$ cat config.mk
export PLATFORM = sky130hd
export DESIGN_NAME = paddle_ctrl_flat
export DESIGN_NICKNAME = d
export VERILOG_FILES = /design/src/rtl/pong_pkg.sv /design/src/rtl/paddle_ctrl_if.sv /design/src/rtl/paddle_speed_gen.sv /design/src/rtl/paddle_ctrl.sv /design/src/flat_wrapper.sv
export SDC_FILE = /design/constraint.sdc
export NUM_CORES = 1
export LEC_CHECK = 0
export ABC_AREA = 1
export CORE_ASPECT_RATIO = 1.2
export CORE_MARGIN = 1
export CORE_UTILIZATION = 50
export CTS_BUF_LIST = sky130_fd_sc_hd__clkbuf_8
export CTS_CLUSTER_DIAMETER = 50
export CTS_CLUSTER_SIZE = 28
export DETAILED_ROUTE_END_ITERATION = 12
export PLACE_DENSITY_LB_ADDON = 0.08
export SLEW_MARGIN = 0
export SYNTH_ARGS = -nofsm -noshare
export SYNTH_HDL_FRONTEND = slang
export SYNTH_SLANG_ARGS = --single-unit
$ cat constraint.sdc
create_clock -name clock -period 2.3 [get_ports clock]
set_input_delay 0.46 -clock clock [delete_from_list [all_inputs] [get_ports clock]]
set_output_delay 0.46 -clock clock [all_outputs]
set_load 0.02 [all_outputs]
$ cat src/rtl/pong_pkg.sv
// Shared pong types and widths: coordinate/colour widths and the paddle FSM state encoding.
// Pure declarations; no latency and no backpressure.
package pong_pkg;
    localparam int COORD_W = 10;
    localparam int COLOR_W = 3;

    typedef enum logic [1:0] {
        IDLE = 2'd0,
        UP   = 2'd1,
        DOWN = 2'd2
    } paddle_state_t;

    // Conflicting or absent requests both resolve to IDLE.
    function automatic paddle_state_t req_to_state(input logic req_up, input logic req_dn);
        paddle_state_t s;
        s = IDLE;
        if (req_up && !req_dn) begin
            s = UP;
        end else if (req_dn && !req_up) begin
            s = DOWN;
        end
        return s;
    endfunction
endpackage

$ cat src/rtl/paddle_ctrl_if.sv
// Paddle control bundle: joystick/tick/pixel-probe inputs and paddle geometry/pixel outputs.
// Wires only; no latency and no backpressure.
interface paddle_ctrl_if;
    import pong_pkg::*;

    logic               tick;
    logic               up;
    logic               down;
    logic [COORD_W-1:0] row;
    logic [COORD_W-1:0] col;
    logic               auto_mode;
    logic [COORD_W-1:0] ball_y;

    logic [COLOR_W-1:0] rgb;
    logic               pix_on;
    logic [COORD_W-1:0] pos_x;
    logic [COORD_W-1:0] pos_y;
    logic [7:0]         size_x;
    logic [7:0]         size_y;
    logic [2:0]         speed_div;
    logic               moving;

    modport master (
        output tick, up, down, row, col, auto_mode, ball_y,
        input  rgb, pix_on, pos_x, pos_y, size_x, size_y, speed_div, moving
    );

    modport slave (
        input  tick, up, down, row, col, auto_mode, ball_y,
        output rgb, pix_on, pos_x, pos_y, size_x, size_y, speed_div, moving
    );
endinterface

$ cat src/rtl/paddle_speed_gen.sv
// Tick divider with step-count acceleration; move strobe is combinational on the qualifying tick.
// No backpressure: clr wins over tick_en and restores the resting divisor.
module paddle_speed_gen #(
    parameter int BASE_DIV    = 5,
    parameter int MIN_DIV     = 2,
    parameter int ACCEL_STEPS = 40
) (
    input  logic       clock,
    input  logic       reset,
    input  logic       clr,
    input  logic       tick_en,
    output logic       move,
    output logic [2:0] speed_div
);
    localparam int SW = (ACCEL_STEPS > 1) ? $clog2(ACCEL_STEPS) : 1;
    localparam logic [SW-1:0] STEP_LAST = SW'(ACCEL_STEPS - 1);

    logic [2:0]    div_cnt;
    logic [SW-1:0] step_cnt;

    assign move = tick_en && (div_cnt == (speed_div - 3'd1));

    always_ff @(posedge clock or posedge reset) begin
        if (reset) begin
            div_cnt   <= '0;
            step_cnt  <= '0;
            speed_div <= 3'(BASE_DIV);
        end else if (clr) begin
            div_cnt   <= '0;
            step_cnt  <= '0;
            speed_div <= 3'(BASE_DIV);
        end else if (tick_en) begin
            if (move) begin
                div_cnt <= '0;
                if (step_cnt == STEP_LAST) begin
                    step_cnt <= '0;
                    if (speed_div > 3'(MIN_DIV)) begin
                        speed_div <= speed_div - 3'd1;
                    end
                end else begin
                    step_cnt <= step_cnt + 1'b1;
                end
            end else begin
                div_cnt <= div_cnt + 3'd1;
            end
        end
    end
endmodule

$ cat src/rtl/paddle_ctrl.sv
// Joystick (or, with PADDLE_AUTO_EN, ball-tracking) paddle with accelerating motion and a pixel hit test.
// pix_on/rgb lag row/col by one cycle; no backpressure, requests are sampled every clock.
module paddle_ctrl
    import pong_pkg::*;
#(
    parameter logic [COLOR_W-1:0] COLOR = 3'b111,
    parameter int PAD_W       = 8,
    parameter int PAD_H       = 80,
    parameter int X_POS       = 5,
    parameter int START_Y     = 100,
    parameter int LIMIT_Y_MIN = 5,
    parameter int LIMIT_Y_MAX = 475,
    parameter int STEP        = 1,
    parameter int BASE_DIV    = 5,
    parameter int MIN_DIV     = 2,
    parameter int ACCEL_STEPS = 40,
    parameter int DEADBAND    = 4
) (
    input  logic          clock,
    input  logic          reset,
    paddle_ctrl_if.slave  pif
);
    localparam int CW1   = COORD_W + 1;
    localparam int Y_BOT = LIMIT_Y_MAX - PAD_H;

    generate
        if (!(LIMIT_Y_MIN <= START_Y && START_Y <= Y_BOT)) begin : g_bad_start_y
            $error("paddle_ctrl: START_Y outside [LIMIT_Y_MIN, LIMIT_Y_MAX-PAD_H]");
        end
        if (!(1 <= MIN_DIV && MIN_DIV <= BASE_DIV && BASE_DIV <= 7)) begin : g_bad_div
            $error("paddle_ctrl: need 1 <= MIN_DIV <= BASE_DIV <= 7");
        end
        if (ACCEL_STEPS < 1) begin : g_bad_accel
            $error("paddle_ctrl: ACCEL_STEPS must be at least 1");
        end
    endgenerate

    paddle_state_t      state;
    paddle_state_t      next_state;
    logic               clr;
    logic               tick_en;
    logic               move;
    logic               eff_up;
    logic               eff_dn;
    logic [COORD_W-1:0] pos_y;
    logic [CW1-1:0]     pos_w;
    logic [COORD_W-1:0] up_nxt;
    logic [COORD_W-1:0] dn_nxt;
    logic               hit;

    assign pos_w = {1'b0, pos_y};

`ifdef PADDLE_AUTO_EN
    logic [CW1-1:0] ctr_w;
    logic [CW1-1:0] ball_w;
    logic           auto_up;
    logic           auto_dn;

    // Track the paddle centre against the ball with a symmetric deadband.
    assign ctr_w   = pos_w + CW1'(PAD_H / 2);
    assign ball_w  = {1'b0, pif.ball_y};
    assign auto_up = (ball_w + CW1'(DEADBAND)) < ctr_w;
    assign auto_dn = ball_w > (ctr_w + CW1'(DEADBAND));
    assign eff_up  = pif.auto_mode ? auto_up : pif.up;
    assign eff_dn  = pif.auto_mode ? auto_dn : pif.down;
`else
    logic unused_auto;
    assign unused_auto = ^{pif.auto_mode, pif.ball_y};
    assign eff_up      = pif.up;
    assign eff_dn      = pif.down;
`endif

    always_ff @(posedge clock or posedge reset) begin
        if (reset) begin
            state <= IDLE;
        end else begin
            state <= next_state;
        end
    end

    // Counters stay cleared in IDLE and reset on any change of direction.
    always_comb begin
        next_state = IDLE;
        clr        = 1'b0;
        next_state = req_to_state(eff_up, eff_dn);
        clr        = (next_state != state) || (state == IDLE);
    end

    assign tick_en = pif.tick && !clr;

    paddle_speed_gen #(
        .BASE_DIV    (BASE_DIV),
        .MIN_DIV     (MIN_DIV),
        .ACCEL_STEPS (ACCEL_STEPS)
    ) u_speed (
        .clock     (clock),
        .reset     (reset),
        .clr       (clr),
        .tick_en   (tick_en),
        .move      (move),
        .speed_div (pif.speed_div)
    );

    // Limit compares run one bit wider so pos_y - STEP can never wrap.
    assign up_nxt = (pos_w >= CW1'(LIMIT_Y_MIN + STEP)) ? (pos_y - COORD_W'(STEP))
                                                         : COORD_W'(LIMIT_Y_MIN);
    assign dn_nxt = ((pos_w + CW1'(STEP)) >= CW1'(Y_BOT)) ? COORD_W'(Y_BOT)
                                                          : (pos_y + COORD_W'(STEP));

    always_ff @(posedge clock or posedge reset) begin
        if (reset) begin
            pos_y <= COORD_W'(START_Y);
        end else if (move) begin
            pos_y <= (state == UP) ? up_nxt : dn_nxt;
        end
    end

    assign hit = ({1'b0, pif.col} >= CW1'(X_POS)) &&
                 ({1'b0, pif.col} <  CW1'(X_POS + PAD_W)) &&
                 ({1'b0, pif.row} >= pos_w) &&
                 ({1'b0, pif.row} <  (pos_w + CW1'(PAD_H)));

    always_ff @(posedge clock or posedge reset) begin
        if (reset) begin
            pif.pix_on <= 1'b0;
            pif.rgb    <= '0;
        end else begin
            pif.pix_on <= hit;
            pif.rgb    <= hit ? COLOR : '0;
        end
    end

    assign pif.pos_y  = pos_y;
    assign pif.pos_x  = COORD_W'(X_POS);
    assign pif.size_x = 8'(PAD_W);
    assign pif.size_y = 8'(PAD_H);
    assign pif.moving = (state != IDLE);
endmodule

$ cat src/flat_wrapper.sv
// flat-port wrapper written by rule: the top's interface ports become plain ports
module paddle_ctrl_flat import pong_pkg::*;
#(
    parameter logic [COLOR_W-1:0] COLOR = 3'b111,
    parameter int PAD_W       = 8,
    parameter int PAD_H       = 80,
    parameter int X_POS       = 5,
    parameter int START_Y     = 100,
    parameter int LIMIT_Y_MIN = 5,
    parameter int LIMIT_Y_MAX = 475,
    parameter int STEP        = 1,
    parameter int BASE_DIV    = 5,
    parameter int MIN_DIV     = 2,
    parameter int ACCEL_STEPS = 40,
    parameter int DEADBAND    = 4
)
  (clock, reset, pif_tick, pif_up, pif_down, pif_row, pif_col, pif_auto_mode, pif_ball_y, pif_rgb, pif_pix_on, pif_pos_x, pif_pos_y, pif_size_x, pif_size_y, pif_speed_div, pif_moving);
  paddle_ctrl_if pif_i ();
  input  logic clock;
  input  logic reset;
  input wire logic [$bits(pif_i.tick)-1:0] pif_tick;
  input wire logic [$bits(pif_i.up)-1:0] pif_up;
  input wire logic [$bits(pif_i.down)-1:0] pif_down;
  input wire logic [$bits(pif_i.row)-1:0] pif_row;
  input wire logic [$bits(pif_i.col)-1:0] pif_col;
  input wire logic [$bits(pif_i.auto_mode)-1:0] pif_auto_mode;
  input wire logic [$bits(pif_i.ball_y)-1:0] pif_ball_y;
  output wire logic [$bits(pif_i.rgb)-1:0] pif_rgb;
  output wire logic [$bits(pif_i.pix_on)-1:0] pif_pix_on;
  output wire logic [$bits(pif_i.pos_x)-1:0] pif_pos_x;
  output wire logic [$bits(pif_i.pos_y)-1:0] pif_pos_y;
  output wire logic [$bits(pif_i.size_x)-1:0] pif_size_x;
  output wire logic [$bits(pif_i.size_y)-1:0] pif_size_y;
  output wire logic [$bits(pif_i.speed_div)-1:0] pif_speed_div;
  output wire logic [$bits(pif_i.moving)-1:0] pif_moving;
  assign pif_i.tick = pif_tick;
  assign pif_i.up = pif_up;
  assign pif_i.down = pif_down;
  assign pif_i.row = pif_row;
  assign pif_i.col = pif_col;
  assign pif_i.auto_mode = pif_auto_mode;
  assign pif_i.ball_y = pif_ball_y;
  assign pif_rgb = pif_i.rgb;
  assign pif_pix_on = pif_i.pix_on;
  assign pif_pos_x = pif_i.pos_x;
  assign pif_pos_y = pif_i.pos_y;
  assign pif_size_x = pif_i.size_x;
  assign pif_size_y = pif_i.size_y;
  assign pif_speed_div = pif_i.speed_div;
  assign pif_moving = pif_i.moving;
  paddle_ctrl #(.COLOR(COLOR), .PAD_W(PAD_W), .PAD_H(PAD_H), .X_POS(X_POS), .START_Y(START_Y), .LIMIT_Y_MIN(LIMIT_Y_MIN), .LIMIT_Y_MAX(LIMIT_Y_MAX), .STEP(STEP), .BASE_DIV(BASE_DIV), .MIN_DIV(MIN_DIV), .ACCEL_STEPS(ACCEL_STEPS), .DEADBAND(DEADBAND)) u_core (.clock(clock), .reset(reset), .pif(pif_i));
endmodule
==> results.json <==
{
  "final_util_pct": 59.7,
  "synthFlopType": "dfrtp_1",
  "die_area_mm2": 0.00575,
  "critical_path_arrival_ns": 2.25,
  "fp.dieW_um": 69.4,
  "synth_cell_types": 37,
  "cp_slowest_cell": "dfstp_2",
  "critical_path.max_fanout": 4,
  "num_antenna_cells": 0,
  "wl_per_cell_um": 12.1,
  "yosysWarnings": 0,
  "synth_top_family_by_area": "simple AND/OR/NAND/NOR gates",
  "final_layout_size_suffix_gt1_share_pct": 11.8,
  "grt_pass1_wl_um": 9990,
  "cts_inserted_buffers": 3,
  "grt_setup_unrepaired": "false",
  "yosys.area_share.simple_pct": 31.2,
  "grt_pass1_vias": 2324,
  "gp_congestion": 0.896,
  "core_mm2": 0.00526,
  "setup_violations": 0,
  "postCtsSetupBuffers": 0,
  "die_h_um": 82.9,
  "seq_area_um2": 632,
  "setup_tns_ns": 0,
  "ios": 80,
  "leakage_nw": 1.57,
  "netlist_area_mm2": 0.00272,
  "grt_max_degree": 26,
  "async_flop_share_pct": 100,
  "crit_top_cell": "ha_1",
  "portBuffers": 42,
  "syn_inst": 380,
  "synth.avg_cell_area_um2": 7.17,
  "hold_violations": 0,
  "cts_buffer_depth": 2,
  "cp_data_required_time_ns": 2.46,
  "dr.pass1.iters": 4,
  "drt_iter0_markers": 76,
  "area_growth_pct": 15.4,
  "ir_worst_vdd_v": 0.000378,
  "clock_latency_ns": 0.27,
  "max_stage_delay_ns": 0.59,
  "cap_violations": 0,
  "cts_sinks": 25,
  "synth_compound_area_share_pct": 12.1,
  "synth_edf_count": 0,
  "antenna_found_initial": 0,
  "vias": 2451,
  "end_kind": "flip-flop",
  "skew_ns": 0.00853,
  "rows": 29,
  "cellPowerDensity_mw_per_mm2": 754,
  "dp_hpwl_um": 4640,
  "yosysSeqAreaShare_pct": 23.2,
  "ant_nets": 0,
  "via_per_inst": 5.05,
  "nNetsFinal": 487,
  "synth-seq-cells": 25,
  "synth-xor-area-share_pct": 4.50,
  "h-tree-depth": 1,
  "hold_buffers": 0,
  "synth_top_cell_by_area": "dfrtp_1",
  "grt_overflow": 0,
  "grtUsageTotal_pct": 21.0,
  "synth.area.top_cells": "dfrtp_1 (18%), ha_1 (12%), nand2_1 (12%)",
  "drt-total-wl_um": 5850,
  "cts_tree": "done",
  "ctsRootBufferMaster": "clkbuf_8",
  "timing.fmax_mhz": 478,
  "clk_pin_slew_worst_paths_ns": 0.09,
  "yosys.area_share.adder_pct": 12.4,
  "drc": 0,
  "path_cells": "ha_1 > or2_1 > nand2_1 > xor2_1 > ha_1 > nand4_1 > or2_0 > o21ai_1 > nor2_1",
  "start_kind": "flip-flop",
  "multiInputGateArea_mm2": 0.00174,
  "dp_slack_ns": 0.157,
  "synthMuxAreaShare_pct": 0,
  "synth_top_cell_area_share_pct": 18.4,
  "setup_ws_ns": 0.207,
  "worstSetupPathType": "flip-flop to flip-flop",
  "hold_path.class": "flip-flop to flip-flop",
  "start_util_pct": 51.8,
  "period_needed_ns": 2.09,
  "status": "completed",
  "drv_slew": 0,
  "min_period_over_period_pct": 91.0,
  "fillCellCount": 520
}
synth_stat cells (all sizes together) (4+ instances only):
master / instances
a21oi: 22
buf: 36
dfrtp: 20
dfstp: 5
ha: 27
inv: 42
nand2: 93
nand3: 28
nand4: 9
nor2: 43
o21a: 4
o21ai: 20
xor2: 14
layout make-up:
cell class / instances / share of cell area, %
multi-input combinational: 301 / 55.3
sequential: 25 / 20.1
timing repair buffer: 51 / 15.5
inverter: 42 / 5.10
tap: 62 / 2.47
clock buffer: 3 / 1.31
clock inverter: 1 / 0.159
worst max-delay path: cells and delay by family, from the launching register on:
kind	cells	cell delay (ns)
AOI/OAI and AO/OA	1	0.12
xor gates and xnor gates	1	0.15
adders and majority gates	2	0.49
DFF	1	0.59
and+or+nand+nor	5	0.61
layer usage:
metal	wire length (um)	global-route usage, %	part of all wire (%)	vias to the layer above
met5	0	0	0	-
met4	125	9.65	2.1	0
met3	207	1.94	3.5	10
met2	3030	39.3	52	51
met1	2480	23.6	42	1134
li1	-	-	-	1256
path summary, 6_finish.rpt:
check                                            start                     endpoint  slack, ns  cells after the start
setup reg to reg                   u_core.pif.pos_y[5]            u_core.pif.rgb[1]       0.21                      9
hold reg to reg            u_core.u_speed.speed_div[0]  u_core.u_speed.speed_div[0]       0.52                      2
setup / recovery                   u_core.pif.pos_y[5]            u_core.pif.rgb[1]       0.21                      9
hold / removal             u_core.u_speed.speed_div[0]  u_core.u_speed.speed_div[0]       0.52                      2
min in group asynchronous                        reset  u_core.u_speed.speed_div[1]       0.53                      3
max in group asynchronous                        reset          u_core.pif.pos_y[2]       1.47                      3
power by group:
group          internal (mW)  total (mW)  switching (mW)
registers              0.513       0.626           0.113
logic                  0.608        1.48           0.876
clock network          0.121       0.261           0.140
cell usage in the layout, fill, tap and decap left out, types with 5 or more instances in the layout:
| cell | count |
|---|---|
| o21ai_1 | 7 |
| dfrtp_1 | 20 |
| xor2_1 | 14 |
| nor2_1 | 38 |
| nand3_2 | 5 |
| a21oi_1 | 20 |
| nand3_1 | 23 |
| dfstp_2 | 5 |
| ha_1 | 27 |
| inv_1 | 36 |
| o21ai_0 | 10 |
| nand4_1 | 9 |
| conb_1 | 26 |
| buf_4 | 9 |
| nand2_2 | 5 |
| nand2_1 | 84 |
| clkdlybuf4s50_1 | 42 |
| inv_2 | 5 |
registers in the layout (all words and copies together) (netlist names):
name	cells
u_core.u_speed.div_cnt	3
u_core.u_speed.step_cnt	6
u_core.pif.rgb	1
u_core.u_speed.speed_div	3
u_core.pif.pos_y	10
u_core.state	2
stage by stage:
step | hold slack (ns) | area (um^2) | power (mW) | cells
global placement | 0.506 | 3090 | 2.09 | 481
global route | 0.564 | 3140 | 2.58 | 485
finish | 0.524 | 3140 | 2.37 | 485
floorplan | 0.484 | 2810 | 1.70 | 404
detailed placement | 0.514 | 3090 | 2.11 | 481
CTS | 0.528 | 3140 | 2.39 | 485
logic make-up after synthesis:
group	count (synthesis)
and+or+nand+nor	180
buffers and inverters	78
AOI/OAI and AO/OA	54
adders and majority gates	27
DFF	25
xor gates and xnor gates	14
other	2
timing repair:
item / in CTS / in global routing
gates resized for setup: 0 / 3
hold endpoints to repair: 0 / 0
endpoints found under the setup margin: 0 / 4
No activity file was read; power rests on OpenSTA's default activity.
